### src/rtl/kbd_bus_ctrl_pkg.sv
`default_nettype none
// ============================================================================
// Module      : kbd_bus_ctrl_pkg
// Description : Shared definitions for the BK-0010 keyboard bus controller:
//               register offsets, default interrupt vectors, FIFO entry
//               layout, status bit positions and FSM state encodings.
// Revision    : 1.0  initial release
// ============================================================================
package kbd_bus_ctrl_pkg;

    // Register window offsets selected by bus_a1
    localparam logic c_reg_status = 1'b0;   // 177660
    localparam logic c_reg_data   = 1'b1;   // 177662

    // Default interrupt vectors
    localparam logic [7:0] c_vec_kbd_def = 8'o060;
    localparam logic [7:0] c_vec_ar2_def = 8'o274;

    // FIFO entry layout: {ar2, code[6:0]}
    localparam int c_ent_w    = 8;
    localparam int c_ent_ar2  = 7;
    localparam int c_code_w   = 7;

    // Status register bit positions
    localparam int c_sts_ready   = 7;
    localparam int c_sts_int_dis = 6;

    // Drain FSM: one idle state, one recovery cycle after each acknowledge
    typedef enum logic [0:0] {
        D_IDLE = 1'b0,
        D_CLR  = 1'b1
    } drain_state_t;

    // Interrupt FSM
    typedef enum logic [0:0] {
        I_IDLE = 1'b0,
        I_PEND = 1'b1
    } irq_state_t;

    // Vector chosen by the AR2 qualifier of a FIFO entry
    function automatic logic [7:0] sel_vector(
        input logic [c_ent_w-1:0] ent,
        input logic [7:0]         vec_kbd,
        input logic [7:0]         vec_ar2
    );
        return ent[c_ent_ar2] ? vec_ar2 : vec_kbd;
    endfunction

endpackage
`default_nettype wire

### src/rtl/kbd_bus_ctrl_fifo.sv
`default_nettype none
// ============================================================================
// Module      : kbd_bus_ctrl_fifo
// Description : Small synchronous type-ahead FIFO. Head is presented
//               combinationally (first-word fall-through). Push while full
//               and pop while empty are ignored.
// Ports       : mclk     in   clock
//               reset_n  in   asynchronous active-low reset
//               push     in   write din at the tail
//               pop      in   discard the head entry
//               din      in   WIDTH-bit entry
//               head     out  current head entry (valid when !empty)
//               full     out  count == DEPTH
//               empty    out  count == 0
// Revision    : 1.0  initial release
// ============================================================================
module kbd_bus_ctrl_fifo #(
    parameter int DEPTH = 4,
    parameter int WIDTH = 8
) (
    input  logic             mclk,
    input  logic             reset_n,
    input  logic             push,
    input  logic             pop,
    input  logic [WIDTH-1:0] din,
    output logic [WIDTH-1:0] head,
    output logic             full,
    output logic             empty
);

    localparam int PTR_W = (DEPTH > 1) ? $clog2(DEPTH) : 1;
    localparam int CNT_W = $clog2(DEPTH) + 1;
    localparam logic [CNT_W-1:0] c_depth = CNT_W'(DEPTH);

    logic [WIDTH-1:0] r_mem [DEPTH];
    logic [PTR_W-1:0] r_wr_ptr;
    logic [PTR_W-1:0] r_rd_ptr;
    logic [CNT_W-1:0] r_count;

    logic w_wr_en;
    logic w_rd_en;

    // A single-entry FIFO keeps both pointers parked at slot 0; otherwise
    // the power-of-two depth makes the natural binary wrap correct.
    function automatic logic [PTR_W-1:0] ptr_inc(input logic [PTR_W-1:0] p);
        return (DEPTH == 1) ? '0 : p + PTR_W'(1);
    endfunction

    assign full    = (r_count == c_depth);
    assign empty   = (r_count == '0);
    assign w_wr_en = push & ~full;
    assign w_rd_en = pop & ~empty;
    assign head    = r_mem[r_rd_ptr];

    // Storage carries no reset: contents are only observed through count
    always_ff @(posedge mclk) begin
        if (w_wr_en) begin
            r_mem[r_wr_ptr] <= din;
        end
    end

    always_ff @(posedge mclk or negedge reset_n) begin
        if (!reset_n) begin
            r_wr_ptr <= '0;
            r_rd_ptr <= '0;
            r_count  <= '0;
        end else begin
            if (w_wr_en) begin
                r_wr_ptr <= ptr_inc(r_wr_ptr);
            end
            if (w_rd_en) begin
                r_rd_ptr <= ptr_inc(r_rd_ptr);
            end
            // Simultaneous push and pop leave the count unchanged
            case ({w_wr_en, w_rd_en})
                2'b10:   r_count <= r_count + CNT_W'(1);
                2'b01:   r_count <= r_count - CNT_W'(1);
                default: r_count <= r_count;
            endcase
        end
    end

endmodule
`default_nettype wire

### src/rtl/kbd_bus_ctrl.sv
`default_nettype none
// ============================================================================
// Module      : kbd_bus_ctrl
// Description : Bus-side PS/2 keyboard controller for the BK-0010. Drains
//               codes from kbd_intf into a type-ahead FIFO, serves the
//               177660 status / 177662 data registers and schedules the
//               keyboard interrupt (VEC_KBD normal, VEC_AR2 for AR2 keys).
// Ports       : mclk, reset_n            clock, async active-low reset
//               bus_sel/a1/rd/wr/din     register window access
//               bus_dout                 registered read data
//               kbd_available/ascii/ar2  code offered by kbd_intf
//               kbd_read                 one-cycle acknowledge to kbd_intf
//               irq, irq_vector, iack    interrupt request/vector/acknowledge
// Revision    : 1.0  initial release
// ============================================================================
module kbd_bus_ctrl
    import kbd_bus_ctrl_pkg::*;
#(
    parameter int         DEPTH   = 4,
    parameter logic [7:0] VEC_KBD = c_vec_kbd_def,
    parameter logic [7:0] VEC_AR2 = c_vec_ar2_def
) (
    input  logic        mclk,
    input  logic        reset_n,
    input  logic        bus_sel,
    input  logic        bus_a1,
    input  logic        bus_rd,
    input  logic        bus_wr,
    input  logic [15:0] bus_din,
    output logic [15:0] bus_dout,
    input  logic        kbd_available,
    input  logic [6:0]  kbd_ascii,
    input  logic        kbd_ar2,
    output logic        kbd_read,
    output logic        irq,
    output logic [7:0]  irq_vector,
    input  logic        iack
);

    // ------------------------------------------------------------------
    // FIFO
    // ------------------------------------------------------------------
    logic               w_push;
    logic               w_pop;
    logic               w_full;
    logic               w_empty;
    logic [c_ent_w-1:0] w_head;

    kbd_bus_ctrl_fifo #(
        .DEPTH (DEPTH),
        .WIDTH (c_ent_w)
    ) u_fifo (
        .mclk    (mclk),
        .reset_n (reset_n),
        .push    (w_push),
        .pop     (w_pop),
        .din     ({kbd_ar2, kbd_ascii}),
        .head    (w_head),
        .full    (w_full),
        .empty   (w_empty)
    );

    // ------------------------------------------------------------------
    // Register decode
    // ------------------------------------------------------------------
    logic        w_rd_status;
    logic        w_rd_data;
    logic        w_wr_status;
    logic        w_int_dis_nx;
    logic [15:0] w_status_word;
    logic        w_unused_din;

    logic                r_int_dis;
    logic [c_code_w-1:0] r_data_latch;
    logic [15:0]         r_bus_dout;

    assign w_rd_status = bus_sel & bus_rd & (bus_a1 == c_reg_status);
    assign w_rd_data   = bus_sel & bus_rd & (bus_a1 == c_reg_data);
    assign w_wr_status = bus_sel & bus_wr & (bus_a1 == c_reg_status);
    assign w_pop       = w_rd_data & ~w_empty;

    // Value int_dis takes at the next edge; the IRQ FSM looks at this so a
    // status write withdraws or re-raises the request one cycle later.
    assign w_int_dis_nx = w_wr_status ? bus_din[c_sts_int_dis] : r_int_dis;

    assign w_status_word = {8'b0, ~w_empty, r_int_dis, 6'b0};

    // Only bit 6 of a status write is meaningful
    assign w_unused_din = ^{bus_din[15:7], bus_din[5:0]};

    always_ff @(posedge mclk or negedge reset_n) begin
        if (!reset_n) begin
            r_int_dis    <= 1'b0;
            r_data_latch <= '0;
            r_bus_dout   <= '0;
        end else begin
            if (w_wr_status) begin
                r_int_dis <= bus_din[c_sts_int_dis];
            end
            if (w_rd_status) begin
                r_bus_dout <= w_status_word;
            end else if (w_rd_data) begin
                if (!w_empty) begin
                    r_bus_dout   <= {9'b0, w_head[c_code_w-1:0]};
                    r_data_latch <= w_head[c_code_w-1:0];
                end else begin
                    // Empty read repeats the last code delivered
                    r_bus_dout <= {9'b0, r_data_latch};
                end
            end
        end
    end

    assign bus_dout = r_bus_dout;

    // ------------------------------------------------------------------
    // Drain FSM: acknowledge in the push cycle, then sit out one cycle so
    // kbd_intf has time to drop available before it is looked at again.
    // ------------------------------------------------------------------
    drain_state_t r_dstate;
    drain_state_t w_dstate_nx;

    always_ff @(posedge mclk or negedge reset_n) begin
        if (!reset_n) begin
            r_dstate <= D_IDLE;
        end else begin
            r_dstate <= w_dstate_nx;
        end
    end

    always_comb begin
        w_dstate_nx = r_dstate;
        w_push      = 1'b0;
        case (r_dstate)
            D_IDLE: begin
                // When full the code is simply left waiting in kbd_intf
                if (kbd_available && !w_full) begin
                    w_push      = 1'b1;
                    w_dstate_nx = D_CLR;
                end
            end
            D_CLR: begin
                w_dstate_nx = D_IDLE;
            end
            default: begin
                w_dstate_nx = D_IDLE;
            end
        endcase
    end

    assign kbd_read = w_push;

    // ------------------------------------------------------------------
    // IRQ FSM. r_serviced marks the current head as already acknowledged;
    // any pop moves to a new head and clears it.
    // ------------------------------------------------------------------
    irq_state_t r_istate;
    irq_state_t w_istate_nx;
    logic       r_irq;
    logic       w_irq_nx;
    logic [7:0] r_irq_vector;
    logic [7:0] w_vec_nx;
    logic       r_serviced;
    logic       w_serviced_nx;

    always_ff @(posedge mclk or negedge reset_n) begin
        if (!reset_n) begin
            r_istate     <= I_IDLE;
            r_irq        <= 1'b0;
            r_irq_vector <= '0;
            r_serviced   <= 1'b0;
        end else begin
            r_istate     <= w_istate_nx;
            r_irq        <= w_irq_nx;
            r_irq_vector <= w_vec_nx;
            r_serviced   <= w_serviced_nx;
        end
    end

    always_comb begin
        w_istate_nx   = r_istate;
        w_irq_nx      = r_irq;
        w_vec_nx      = r_irq_vector;
        w_serviced_nx = w_pop ? 1'b0 : r_serviced;
        case (r_istate)
            I_IDLE: begin
                // Hold off while a pop is changing the head this cycle
                if (!w_empty && !w_int_dis_nx && !r_serviced && !w_pop) begin
                    w_istate_nx = I_PEND;
                    w_irq_nx    = 1'b1;
                    w_vec_nx    = sel_vector(w_head, VEC_KBD, VEC_AR2);
                end
            end
            I_PEND: begin
                if (w_pop || w_int_dis_nx) begin
                    // Withdrawn: head went away or interrupts got masked
                    w_istate_nx = I_IDLE;
                    w_irq_nx    = 1'b0;
                end else if (iack) begin
                    w_istate_nx   = I_IDLE;
                    w_irq_nx      = 1'b0;
                    w_serviced_nx = 1'b1;
                end
            end
            default: begin
                w_istate_nx = I_IDLE;
                w_irq_nx    = 1'b0;
            end
        endcase
    end

    assign irq        = r_irq;
    assign irq_vector = r_irq_vector;

endmodule
`default_nettype wire
### config.mk
export PLATFORM = sky130hd
export DESIGN_NAME = kbd_bus_ctrl
export DESIGN_NICKNAME = d
export VERILOG_FILES = /design/src/rtl/kbd_bus_ctrl_pkg.sv /design/src/rtl/kbd_bus_ctrl_fifo.sv /design/src/rtl/kbd_bus_ctrl.sv
export SDC_FILE = /design/constraint.sdc
export NUM_CORES = 1
export LEC_CHECK = 0
export ABC_AREA = 0
export CAP_MARGIN = 40
export CORE_MARGIN = 2
export CORE_UTILIZATION = 54
export CTS_BUF_LIST = sky130_fd_sc_hd__clkbuf_16
export DETAILED_ROUTE_END_ITERATION = 10
export MAX_ROUTING_LAYER = met4
export PLACE_DENSITY = 0.92
export SETUP_SLACK_MARGIN = 0.15
export SYNTH_ARGS = -nofsm -noshare
export SYNTH_HDL_FRONTEND = slang
export SYNTH_HIERARCHICAL = 1
export SYNTH_SLANG_ARGS = --single-unit
### constraint.sdc
create_clock -name mclk -period 4.5 [get_ports mclk]
set_input_delay 1.35 -clock mclk [delete_from_list [all_inputs] [get_ports mclk]]
set_output_delay 1.35 -clock mclk [all_outputs]
set_load 0.03 [all_outputs]
==> results of run 1 <==
## worst min-delay path, delay by kind of cell, from the launching register on
family	cells	cell delay, ns
DFF	1	0.34
and+or+nand+nor	2	0.10
## cells in the mapped netlist, types with 2 or more instances
cell type and number:
nand2_1 33, edfxtp_1 32, dfrtp_1 29, buf_4 15, inv_1 10, mux2i_1 8
mux4_2 8, o21ai_0 8, ha_1 5, and3_2 4, nor2_1 3, xnor2_1 3
xor2_1 3, a21oi_1 2, mux2_4 2, nand2b_1 2, nor3_1 2
## layout make-up
class                      count  area [um^2]
clock buffer                   9          225
clock inverter                 7         80.1
fill                         332         1440
inverter                      11         41.3
multi-input combinational    108          838
sequential                    61         1690
tap                           67         83.8
timing repair buffer          34          330
## per-layer routing
metal | up-vias | wire (um) | global-route usage, %
li1 | 714 | - | -
met2 | 49 | 2400 | 32.7
met1 | 743 | 1860 | 22.9
met3 | 10 | 209 | 5.28
met5 | - | 0 | -
met4 | 0 | 120 | 10.5
## flip-flops by register name (all words and copies together) (netlist names)
register,cells
u_fifo/r_rd_ptr,2
u_fifo/r_wr_ptr,2
r_istate,1
irq_vector,2
u_fifo/r_mem,32
r_int_dis,1
r_serviced,1
r_dstate,1
irq,1
bus_dout,8
r_data_latch,7
u_fifo/r_count,3
## power by group
group	total [mW]	internal (mW)	switching, mW
Clock	0.695	0.475	0.220
Sequential	0.872	0.752	0.120
Combinational	0.673	0.322	0.351
## worst paths after layout
| check | end | slack, ns | cells after the start |
|---|---|---|---|
| worst max-delay path | kbd_read | 0.89 | 3 |
| worst min-delay path | r_data_latch[1] | 0.47 | 2 |
| worst max register to register | u_fifo/r_count[2] | 1.92 | 11 |
| worst min register to register | r_data_latch[1] | 0.47 | 2 |
| max in group asynchronous | u_fifo/r_count[2] | 2.81 | 2 |
| min in group asynchronous | irq_vector[5] | 1.41 | 2 |
## stage by stage
step                hold slack, ns  cells  setup slack (ns)
floorplan                    0.445    197             0.856
global placement             0.457    281             0.815
detailed placement           0.463    281             0.779
CTS                          0.475    297             0.875
global route                 0.505    297             0.825
finish                       0.473    297             0.886
## cells by family (layout without fill, tap and decap cells)
family                   Yosys count  count (layout)  synth area share, %
AO/OA/AOI/OAI                     15              15                 3.64
XOR/XNOR                           6               6                 1.98
adder cells (fa/ha/maj)            6               6                 3.12
buffers and inverters             28              61                 6.14
flip-flops                        61              61                 63.6
multiplexers                      18              18                 11.0
other                              1              11                0.142
AND/OR/NAND/NOR                   52              52                 10.4
==> impl_metrics.toml, run 1 <==
[setup_path]
required_ns = 3.15
end_kind = "output pin"
path_cells = "clkdlybuf4s50_1 > nor3b_1 > buf_4"
critPathBufInv = 2
crit_arrival_ns = 2.26
critPathSlowestCell = "clkdlybuf4s50_1"
r2r-start = "u_fifo/r_count[0]"
crit_start = "kbd_available"
slowest_delay_ns = 0.46
crit_family = "buffers and inverters"
critPathLaunchType = "primary input"
worstSetupPathType = "in2out"
critPathMaxFanout = 2

[logic_synthesis]
yosysTopAreaCellShare_pct = 36.3
netlist_area_um2 = 2650
yosysSeqAreaShare_pct = 63.6
async_flop_share_pct = 47.5
synth-main-ff-cell = "edfxtp_1"
syn_area_per_cell_um2 = 14.2
ys_types = 35
synth_edf_count = 32
yosys.area.top_type = "edfxtp_1"
ys_warn_count = 6
syn_inst = 187
synth.ff_latch_count = 61
synth.area.top_cells = "edfxtp_1 (36%), dfrtp_1 (27%), mux4_2 (6.8%), nand2_1 (4.7%), buf_4 (4.2%)"

[timing]
post-route-min-period_ns = 3.61
rsz0062_at_grt = "no"
slew_headroom_pct = 61.7
hold_viol_final = 0
finalMaxSlewViolations = 0
fmaxAchievable_mhz = 277
setup_viol = 0
fin_skew_ns = 0.00459
tightest_slew_ns = 0.575
final.period_utilization_pct = 80.3
tns_ns = 0

[placed_design]
hpwl_um = 3010
port_buffers = 31
place_congestion = 0.792
postPlaceCellArea_um2 = 2980

[worst_hold_path]
min-delay-start = "r_data_latch[1]"
hp-class = "reg2reg"

[floorplan]
start_util_pct = 56.1
rows = 25
fp.dieH_um = 74.1
ios = 58
die_area_um2 = 5480
core_area_um2 = 4720
die_w_um = 74.1

[route]
first_pass_iters = 4
drtIter0Drc = 110
ant_nets = 0
wire_per_inst_um = 15.5
drc_errors = 0
routed_via_density = 5.10
routed_wl_um = 4590
vias = 1516

[power]
vdd_drop_max_mv = 0.386
leakage_nw = 1.36
p_per_area_nw_per_um2 = 682
total_power_mw = 2.24

[final_layout]
final_cell_mix = "nand2_1 (33), edfxtp_1 (32), clkdlybuf4s50_1 (30)"
utilization_pct = 69.6
nNetsFinal = 263
final_common_cell = "nand2_1"
antenna_cells = 0
design_area_um2 = 3290
syn2layout_area_growth_pct = 24.0
layout-drive-gt1-share_pct = 15.7

[global_route]
grt_overflow_total = 0
grt_usage_pct = 20.1
grt_pass1_wl_um = 7490
grt_max_degree = 30
antenna_found_initial = 0
grt_pass1_vias = 1562

[cts]
htree_levels = 3
cts_buffers = 9
clk_pin_slew_worst_paths_ns = 0.05
cts_tree = "done"
clk_latency_ns = 0.32
cts_hold_buf = 0
ctsResizeCount = 0
cts_setup_buffers = 0
cts_buffer_depth = 2
clock-root-buffer = "clkbuf_16"
clkSinkCount = 61

[run_status]
status = "complete, no violations"

[run]
maxCapViolations = 0
(Power assumes the default switching activity.)
==> run 2, diff against run 1 <==
--- a/config.mk
+++ b/config.mk
@@ -8,11 +8,11 @@
 export ABC_AREA = 0
 export CAP_MARGIN = 40
 export CORE_MARGIN = 2
-export CORE_UTILIZATION = 54
+export CORE_UTILIZATION = 45
 export CTS_BUF_LIST = sky130_fd_sc_hd__clkbuf_16
 export DETAILED_ROUTE_END_ITERATION = 10
 export MAX_ROUTING_LAYER = met4
-export PLACE_DENSITY = 0.92
+export PLACE_DENSITY = 0.83
 export SETUP_SLACK_MARGIN = 0.15
 export SYNTH_ARGS = -nofsm -noshare
 export SYNTH_HDL_FRONTEND = slang
==> constraint.sdc (replaced) <==
create_clock -name mclk -period 3.3 [get_ports mclk]
set_input_delay 0.99 -clock mclk [delete_from_list [all_inputs] [get_ports mclk]]
set_output_delay 0.99 -clock mclk [all_outputs]
set_load 0.03 [all_outputs]
==> run 2 against run 1 <==
Sequential share of layout area down 0.45 points. Clock-buffer cell count unchanged. Largest cell class unchanged. Critical path depth unchanged. Worst hold slack worse by 0.0064 ns. Register-to-register slack worse by 0.96 ns. Design area up 0.88%. Routed wire length down 4.7%. Core utilization down 10 points. Critical endpoint unchanged. Cell count up 2.4%. Via count about the same. Sequential power up 36%.
==> impl_metrics.toml, run 2 (synthesis results as in run 1) <==
[route]
vias = 1517
wire_per_inst_um = 14.4
wl_met3_um = 254
ant_nets = 0
wl_met2_um = 2230
routed_via_density = 4.99
maxUsedRoutingLayer = "met4"
wl_met1_um = 1830
first_pass_iters = 4
drc_errors = 0
routed_wl_um = 4370
drtIter0Drc = 71

[floorplan]
die_area_um2 = 6520
ios = 58
fp.dieH_um = 80.7
die_w_um = 80.7
rows = 27
start_util_pct = 47.3
core_area_um2 = 5610

[run]
maxCapViolations = 0

[final_layout]
layout-drive-gt1-share_pct = 17.7
final_cell_mix = "nand2_1 (33), edfxtp_1 (32), clkdlybuf4s50_1 (30)"
nNetsFinal = 265
final_common_cell = "nand2_1"
fillers = 456
finalNonFillerCells = 304
antenna_cells = 0
seq_area_um2 = 1690
design_area_um2 = 3310
multiInputGateArea_um2 = 843
regMostFlops = "u_fifo/r_mem"
syn2layout_area_growth_pct = 25.1
largest_register_ffs = 32
utilization_pct = 59.1

[global_route]
grt_max_degree = 30
grt_usage_pct = 16.2
grt_pass1_vias = 1481
grt_overflow_total = 0
antenna_found_initial = 0
grt_pass1_wl_um = 7320

[timing]
finalMaxSlewViolations = 0
rsz0062_at_grt = "no"
hold_viol_final = 0
fmaxAchievable_mhz = 331
fin_skew_ns = 0.00377
post-route-min-period_ns = 3.02
tns_ns = 0
slew_headroom_pct = 61.1
final.period_utilization_pct = 91.4
setup_viol = 0
tightest_slew_ns = 0.583

[cts]
cts_tree = "done"
cts_setup_buffers = 0
htree_levels = 3
cts_buffer_depth = 2
clk_pin_slew_worst_paths_ns = 0.05
cts_buffers = 9
clock-root-buffer = "clkbuf_16"
cts_hold_buf = 0
ctsResizeCount = 0
clkSinkCount = 61
clk_latency_ns = 0.32

[power]
vdd_drop_max_mv = 0.436
p_per_area_nw_per_um2 = 916
total_power_mw = 3.04
leakage_nw = 1.39

[setup_path]
end_kind = "output pin"
crit_start = "kbd_available"
critPathLaunchType = "primary input"
crit_arrival_ns = 2.03
critPathMaxFanout = 7
reg2regPathDepth = 11
required_ns = 2.31
worstSetupPathType = "in2out"
r2r-start = "u_fifo/r_count[0]"
r2r_setup_slack_ns = 0.96

[placed_design]
hpwl_um = 2970
postPlaceCellArea_um2 = 3010
port_buffers = 31
place_congestion = 0.691
dp_cells = 288

[run_status]
status = "complete, no violations"

[worst_hold_path]
hp-class = "reg2reg"
min-delay-start = "r_dstate"
worstHoldPathCells = 1
## run 2: cell types whose count changed in the layout (fill, tap and decap cells not counted)
cell | previous run | this run
inv_1 | 10 | 12
nor3b_2 | 0 | 1
nor3b_1 | 1 | 0
buf_4 | 4 | 6
clkinv_1 | 5 | 1
clkinv_2 | 1 | 3
## run 2: critical path: stages
cell             delay [ns]
clkdlybuf4s50_1        0.45
nor3b_2                0.35
buf_4                  0.24
## run 2: routing by layer
layer | vias up | global-route usage, %
met3 | 6 | 5.33
met4 | 0 | 6.61
li1 | 722 | -
met5 | - | -
met1 | 739 | 19.2
met2 | 50 | 25.8
## run 2: final cells by class
cell class | instances | share of cell area [%]
Sequential cell | 61 | 50.9
Multi-Input combinational cell | 108 | 25.4
Timing Repair Buffer | 36 | 10.4
Clock buffer | 9 | 6.80
Tap cell | 72 | 2.72
Clock inverter | 7 | 2.49
Inverter | 11 | 1.25
## run 2: through the flow
stage	setup slack, ns	hold WS (ns)
6_report	0.283	0.466
5_1_grt	0.186	0.494
4_1_cts	0.253	0.472
3_5_place_dp	0.186	0.463
3_3_place_gp	0.237	0.452
2_1_floorplan	0.549	0.445
## run 2: path summary, 6_finish.rpt
check | end
setup / recovery | kbd_read
hold / removal | r_dstate
setup reg to reg | u_fifo/r_count[2]
hold reg to reg | r_dstate
max in group asynchronous | u_fifo/r_wr_ptr[1]
min in group asynchronous | r_data_latch[0]
## run 2: power by group
part	switching [mW]	internal (mW)
logic	0.462	0.437
clock network	0.303	0.650
registers	0.162	1.02
total	0.927	2.11
==> run 3, diff against run 2 <==
--- a/config.mk
+++ b/config.mk
@@ -10,10 +10,12 @@
 export CORE_MARGIN = 2
 export CORE_UTILIZATION = 45
 export CTS_BUF_LIST = sky130_fd_sc_hd__clkbuf_16
+export CTS_CLUSTER_DIAMETER = 40
 export DETAILED_ROUTE_END_ITERATION = 10
 export MAX_ROUTING_LAYER = met4
 export PLACE_DENSITY = 0.83
 export SETUP_SLACK_MARGIN = 0.15
+export SKIP_CTS_REPAIR_TIMING = 1
 export SYNTH_ARGS = -nofsm -noshare
 export SYNTH_HDL_FRONTEND = slang
 export SYNTH_HIERARCHICAL = 1
==> results of run 3 <==
The final DEF is identical to that of run 2; final timing and power are the same.
